===== config.mk =====
export PLATFORM = sky130hd
export DESIGN_NAME = regfile_port_ctrl
export DESIGN_NICKNAME = d
export VERILOG_FILES = /design/src/rtl/regfile_pkg.sv /design/src/rtl/onehot_decoder.sv /design/src/rtl/regfile_port_ctrl.sv
export SDC_FILE = /design/constraint.sdc
export NUM_CORES = 1
export LEC_CHECK = 0
export CORE_MARGIN = 3
export CORE_UTILIZATION = 36
export CTS_CLUSTER_DIAMETER = 120
export DETAILED_ROUTE_END_ITERATION = 6
export GPL_TIMING_DRIVEN = 1
export PLACE_DENSITY = 0.79
export SYNTH_ARGS = -nofsm -noshare
export SYNTH_HDL_FRONTEND = slang
export SYNTH_SLANG_ARGS = --single-unit

===== constraint.sdc =====
create_clock -name clk -period 3 [get_ports clk]
set_input_delay 0.75 -clock clk [delete_from_list [all_inputs] [get_ports clk]]
set_output_delay 0.75 -clock clk [all_outputs]
set_load 0.03 [all_outputs]

===== src/rtl/regfile_pkg.sv =====
// Shared constants and state type for the register-file port controller.
package regfile_pkg;

  localparam int NREG  = 16;
  localparam int WIDTH = 16;
  localparam int AW    = 4;

  typedef enum logic {
    CLEAR = 1'b0,
    RUN   = 1'b1
  } rf_state_t;

endpackage


===== src/rtl/onehot_decoder.sv =====
// Binary index to one-hot row select; all-zero when not enabled.
module onehot_decoder #(
  parameter int AW   = 4,
  parameter int NREG = 16
) (
  input  logic            en,
  input  logic [AW-1:0]   idx,
  output logic [NREG-1:0] onehot
);

  // NOTE: assign a default before the conditional so no latch is inferred.
  always_comb begin
    onehot = '0;
    if (en) onehot[idx] = 1'b1;
  end

endmodule


===== src/rtl/regfile_port_ctrl.sv =====
// Port controller for the bitcell register-file array: post-reset clear,
// one-cycle write staging, one-hot read enables and read forwarding.
module regfile_port_ctrl #(
  parameter int NREG    = 16,
  parameter int WIDTH   = 16,
  parameter int AW      = 4,
  parameter bit ZERO_R0 = 1'b1
) (
  input  logic             clk,
  input  logic             rst,
  input  logic             wr_en,
  input  logic [AW-1:0]    wr_addr,
  input  logic [WIDTH-1:0] wr_data,
  input  logic [AW-1:0]    rd_addr1,
  input  logic [AW-1:0]    rd_addr2,
  output logic [WIDTH-1:0] row_d,
  output logic [NREG-1:0]  row_wen,
  output logic [NREG-1:0]  row_ren1,
  output logic [NREG-1:0]  row_ren2,
  input  logic [WIDTH-1:0] bitline1,
  input  logic [WIDTH-1:0] bitline2,
  output logic [WIDTH-1:0] rd_data1,
  output logic [WIDTH-1:0] rd_data2,
  output logic             ready
);

  import regfile_pkg::*;

  rf_state_t        state_q, state_d;
  logic [AW-1:0]    clr_cnt_q, clr_cnt_d;
  logic             stg_valid_q, stg_valid_d;
  logic [AW-1:0]    stg_addr_q, stg_addr_d;
  logic [WIDTH-1:0] stg_data_q, stg_data_d;

  logic             in_run;
  logic             wr_to_r0;
  logic             wdec_en;
  logic [AW-1:0]    wdec_idx;

  assign in_run   = (state_q == RUN);
  assign wr_to_r0 = ZERO_R0 && (wr_addr == '0);

  always_comb begin
    state_d     = state_q;
    clr_cnt_d   = clr_cnt_q;
    stg_valid_d = 1'b0;
    stg_addr_d  = stg_addr_q;
    stg_data_d  = stg_data_q;
    unique case (state_q)
      CLEAR: begin
        clr_cnt_d = clr_cnt_q + 1'b1;
        if (clr_cnt_q == AW'(NREG - 1)) state_d = RUN;
      end
      RUN: begin
        stg_valid_d = wr_en && !wr_to_r0;
        stg_addr_d  = wr_addr;
        stg_data_d  = wr_data;
      end
      default: state_d = CLEAR;
    endcase
  end

  // NOTE: sequential state uses non-blocking assignments only.
  always_ff @(posedge clk or negedge rst) begin
    if (!rst) begin
      state_q     <= CLEAR;
      clr_cnt_q   <= '0;
      stg_valid_q <= 1'b0;
      stg_addr_q  <= '0;
      stg_data_q  <= '0;
    end else begin
      state_q     <= state_d;
      clr_cnt_q   <= clr_cnt_d;
      stg_valid_q <= stg_valid_d;
      stg_addr_q  <= stg_addr_d;
      stg_data_q  <= stg_data_d;
    end
  end

  // Reset state is CLEAR with clr_cnt=0, so the write select must also be
  // gated by rst itself to keep row_wen quiet while reset is held.
  assign wdec_en  = rst && (!in_run || stg_valid_q);
  assign wdec_idx = in_run ? stg_addr_q : clr_cnt_q;
  assign row_d    = in_run ? stg_data_q : '0;
  assign ready    = in_run;

  onehot_decoder #(.AW(AW), .NREG(NREG)) u_wr_dec (
    .en     (wdec_en),
    .idx    (wdec_idx),
    .onehot (row_wen)
  );

  onehot_decoder #(.AW(AW), .NREG(NREG)) u_rd1_dec (
    .en     (in_run),
    .idx    (rd_addr1),
    .onehot (row_ren1)
  );

  onehot_decoder #(.AW(AW), .NREG(NREG)) u_rd2_dec (
    .en     (in_run),
    .idx    (rd_addr2),
    .onehot (row_ren2)
  );

  // Newest value wins: same-cycle write, then the staged write, then the array.
  function automatic logic [WIDTH-1:0] fwd_read(
    input logic [AW-1:0]    addr,
    input logic [WIDTH-1:0] bitline
  );
    logic [WIDTH-1:0] val;
    if (ZERO_R0 && (addr == '0))                val = '0;
    else if (wr_en && (wr_addr == addr))        val = wr_data;
    else if (stg_valid_q && (stg_addr_q == addr)) val = stg_data_q;
    else                                        val = bitline;
    return val;
  endfunction

  always_comb begin
    rd_data1 = '0;
    rd_data2 = '0;
    if (in_run) begin
      rd_data1 = fwd_read(rd_addr1, bitline1);
      rd_data2 = fwd_read(rd_addr2, bitline2);
    end
  end

endmodule


# Yosys cells after proc, flatten, opt, wreduce, memory -nomap -nowiden
# Cells that the tools add are included.
# totals
reg_bits	26
in_bits	63
out_inout_bits	97
# classes
add_sub_neg	1
magnitude_cmp	6
eq_ne	5
muxes	22
n_reduce_logical	15
# ops
op	n
$mux W16	12
$eq A4 B4 Y1	4
$lt A4 B5 Y1 const B	3
$demux W1 S4	3
$ge A4 B1 Y1 const B	3
$logic_not A4 Y1	3
$logic_and A1 B1 Y1	9
$mux W1	6
$add A4 B1 Y4 const B	1
$eq A4 B4 Y1 const B	1
$mux W4	1
$logic_not A1 Y1	2
$logic_or A1 B1 Y1	1

# Longest topological paths before layout
# depth
ltp_word	6
ltp_mapped	7
mapped_depth_nobuf	4

# By module
# Synthesis repeated with hierarchy kept, for this count alone.
# hier_totals
hier_cells	372
hier_area_um2	2721.4
# modules_own_cells
module	instances	cells_per_inst	area_per_inst_um2	seq_area_each_um2
regfile_port_ctrl	1	303	2363.5	650.6
onehot_decoder (u_rd1_dec ...)	2	23	120.1	0.0
onehot_decoder (u_wr_dec)	1	23	117.6	0.0

# Least setup slack after synthesis
# Ideal clock, no wire load.
# synth_timing
path_type	input-to-output
startpoint	input rd_addr1[3]
endpoint	output rd_data1[12]
t_arrival_ns	2.586
setup_slack_ns	-0.336
path_stages	6
path_buffers	2
path_cell_list	buf_6 > nor2b_1 > a2111o_1 > buf_6 > or4_1 > a31oi_1
# synth_between
elab_chain_len	6
# synth_rtl
item	line_no	source
start: declaration	regfile_port_ctrl.sv:14	input logic [AW-1:0] rd_addr1,
$eq A4 B4 Y1	regfile_port_ctrl.sv:113	else if (stg_valid_q && (stg_addr_q == addr)) val = stg_data_q;
$logic_and A1 B1 Y1	regfile_port_ctrl.sv:113	
$mux W16	regfile_port_ctrl.sv:113	
$mux W16	regfile_port_ctrl.sv:112	else if (wr_en && (wr_addr == addr)) val = wr_data;
$mux W16 *	regfile_port_ctrl.sv:111	if (ZERO_R0 && (addr == '0)) val = '0;
$mux W16 *	regfile_port_ctrl.sv:121	if (in_run) begin
end: declaration	regfile_port_ctrl.sv:22	output logic [WIDTH-1:0] rd_data1,
# Mark *: on every way between the ends. The rest lies on a longest branch, timed or not.

# Final worst setup path
# layout_timing
startpoint	input rd_addr2[3]
endpoint	output rd_data2[13]
# layout_between
elab_chain_len	6
# layout_rtl
item	line_no	source
start: declaration	regfile_port_ctrl.sv:15	input logic [AW-1:0] rd_addr2,
$eq A4 B4 Y1	regfile_port_ctrl.sv:113	
$logic_and A1 B1 Y1	regfile_port_ctrl.sv:113	
$mux W16	regfile_port_ctrl.sv:113	
$mux W16	regfile_port_ctrl.sv:112	
$mux W16 *	regfile_port_ctrl.sv:111	
$mux W16 *	regfile_port_ctrl.sv:121	
end: declaration	regfile_port_ctrl.sv:23	output logic [WIDTH-1:0] rd_data2,
# Marks and branches as above.

==> impl_metrics.toml <==
[clock_tree]
h-tree-depth = 1
clock-root-buffer = "clkbuf_8"
cts.clk_slew.worst_paths_ps = 80
clock-sinks = 26
hold_buffers = 0
insertion_delay_ps = 270
cts-buffers-inserted = 3
clock_path_buffers = 2
cts_tree = "done"

[grt]
grt_overflow = 0
grt_pass1_wl_mm = 19.96
grt_pass1_vias = 3732
grt_start_max_net_pins = 42
grt_use_total = 0.2816
antenna_found_initial = 0

[placement]
gp_congestion = 0.9848
placed_area_sq_um = 5532
placed_cells = 689
port_buffers = 159
dp_hpwl_mm = 10.10

[cells_and_area]
drive_above_1_share = 0.4735
antenna_cells = 0
final_util = 0.8407
layout_commonest_cell = "buf_4"
layout_common_cells = "buf_4, clkdlybuf4s50_1, nor2_1, buf_6, o31ai_1"
layoutNonFillerInstCount = 703
area_delta_synth_final_pct = 120.1
nets = 669
fin_area_sq_um = 6261

[drt]
dr_total_vias = 4118
drtPass1Iterations = 5
drtAntennaViolNets = 0
drt_iter0_markers = 284
routed_wl_mm = 14.56
drt-wirelength-per-cell_um = 20.71
drcViolationCount = 0
viasPerCell = 5.858

[setup_path]
cp_cell_sequence = "buf_6 -> nor2b_4 -> a2111o_1 -> buf_6 -> buf_12 -> buf_16 -> buf_6 -> o31ai_4 -> buf_4 -> a31oi_4 -> buf_6"
worstRegToRegCells = 2
cp_num_buf_inv = 7
start_kind = "input port"
timing.critical_path.mode_cell = "buf_6"
rr_startpoint = "ready$_DFF_PN0_"
cp_max_fo = 8
reg2reg_slack_ps = 1580
worstSetupEndpoint = "rd_data2[13]"
crit_cells = 11
slowest_delay_ps = 390
worstSetupEndpointType = "primary output"
cp_top_family = "buffers and inverters"
critPathKind = "input port to primary output"
crit_required_ps = 2250
critPathSlowestCell = "a2111o_1"
cp_data_arrival_time_ps = 2590
reg2reg_to = "stg_addr_q[2]$_DFFE_PN0P_"
crit_start = "rd_addr2[3]"

[run_status]
status = "finished with violations"
violations = "setup timing"

[yosys]
syn_nets = 459
synthFlopType = "dfrtp_1"
synthDistinctLibCells = 34
synth_area_sq_um = 2844
ys_ff_latch = 26
synth_fa_ha_area_frac = 0.004399
synth_edf_count = 0
async_flop_share = 1.000
synth_compound_area_frac = 0.3084
avgSynthCellArea_sq_um = 7.200
synthMuxAreaShare = 0.01936
yosys.area_share.simple = 0.2934
synth_top_family_by_area = "compound AO/OA/AOI/OAI gates"
synth_warnings = 0
synth_cells = 395
synth_xor_area_frac = 0.04004
ys_seq_area_frac = 0.2288

[power_and_ir_drop]
ir_worst_vdd_mv = 0.1723
p_leak_uw = 0.002510
powerDensity_nw_per_um2 = 267.8
finalPower_uw = 1676

[sta]
finalCritPeriodShare = 1.114
hold_viol = 0
finalClockSkew_ps = 2.789
slew_viol_final = 0
rsz0062_at_grt = "true"
setup_viol = 32
worst_slack_ps = -342.2
max_freq_mhz = 299.2
worst_pin_slew_ps = 577.2
tns_ps = -6714
relSlewSlack = 0.6119
period_needed_ps = 3342

[die]
die_height_um = 94.88
core_area_sq_um = 7447
dieWidth_um = 94.88
initial_utilization = 0.3819
dieArea_sq_um = 9002
rows = 31
num_io_pins = 160

[worst_hold_path]
min_path_type = "flop to flop"

[job]
drv_cap = 0
[per-layer routing]
metal  up-vias  wire [um]  track usage
li1       1907          -            -
met1      2002       5999       0.4107
met2       189       7316       0.4592
met3        20        969      0.02231
met4         0        272      0.04808
met5         -          0            0
[worst register-to-register path, cell delays in order, from the launching register on]
cell and delay, ps:
dfrtp_2 630, buf_4 320, mux2_2 370
[layout make-up]
| type | count | area [sq um] |
|---|---|---|
| multi-input cells | 302 | 2872 |
| clock inverters | 1 | 30.03 |
| flip-flops and latches | 26 | 651.9 |
| clock buffers | 3 | 41.29 |
| fillers | 407 | 1186 |
| well taps | 99 | 123.9 |
| repair buffers | 250 | 2460 |
| inverters | 22 | 82.58 |
[worst min path at each step]
stage | depth (start not counted) | slack, ps | endpoint | start
floorplan | 0 | 450 | clr_cnt_q[0]$_DFFE_PN0N_ | rst
global placement | 1 | 520 | clr_cnt_q[2]$_DFFE_PN0N_ | clr_cnt_q[2]$_DFFE_PN0N_
detailed placement | 1 | 510 | clr_cnt_q[2]$_DFFE_PN0N_ | clr_cnt_q[2]$_DFFE_PN0N_
CTS | 1 | 530 | clr_cnt_q[2]$_DFFE_PN0N_ | clr_cnt_q[2]$_DFFE_PN0N_
global route | 1 | 560 | clr_cnt_q[2]$_DFFE_PN0N_ | clr_cnt_q[2]$_DFFE_PN0N_
finish | 1 | 530 | clr_cnt_q[2]$_DFFE_PN0N_ | clr_cnt_q[2]$_DFFE_PN0N_
[where the power goes]
| part | switching (uW) | total [uW] | leakage (uW) | internal [uW] |
|---|---|---|---|---|
| sequential | 12.2 | 377 | 0.000309 | 365 |
| clock | 106 | 284 | 0.0000357 | 178 |
| combinational | 546 | 1020 | 0.00216 | 469 |
| total | 664 | 1680 | 0.00251 | 1010 |
[state kept, by name, summed over array words and instances, names as in the netlist]
register,flops
stg_addr_q,4
stg_data_q,16
stg_valid_q,1
ready,1
clr_cnt_q,4
[synth_stat cells, types with 3 or more instances]
library cell,count,area (sq um)
o31ai_1,64,480.5
nor2b_1,5,31.28
mux2_2,4,45.04
inv_1,22,82.58
dfrtp_1,26,650.6
a31oi_1,33,206.5
and2_1,16,100.1
or4_1,32,240.2
o21ai_0,19,95.09
buf_2,3,15.01
nand2_1,27,101.4
nand3_1,8,40.04
buf_1,5,18.77
buf_6,6,67.56
nor3_1,9,45.04
nor2_1,44,165.2
nand2b_1,6,37.54
clkbuf_1,31,116.4
xnor2_1,11,96.34
nand3b_1,5,37.54
[timing repair]
action / 4_1_cts / 5_1_grt
pin swaps: 62 / 35
setup endpoints to repair: 36 / 32
gates resized for setup: 72 / 61
buffers inserted: 6 / 3
gates cloned: 4 / 0
[kinds of logic (layout without fill, tap and decap cells)]
| family | after synthesis | in the layout |
|---|---|---|
| muxes | 5 | 5 |
| DFF | 26 | 26 |
| xor gates and xnor gates | 13 | 13 |
| AOI/OAI and AO/OA | 126 | 126 |
| buffers and inverters | 67 | 276 |
| adders and majority gates | 1 | 1 |
| and+or+nand+nor | 157 | 157 |
[stage by stage]
step           setup slack, ps  hold WS [ps]
2_1_floorplan           -13.10         454.4
3_3_place_gp            -509.2         518.2
3_5_place_dp            -532.3         508.5
4_1_cts                 -317.1         525.7
5_1_grt                 -369.4         555.1
6_report                -342.2         526.8
No activity file was read; power rests on OpenSTA's default activity.
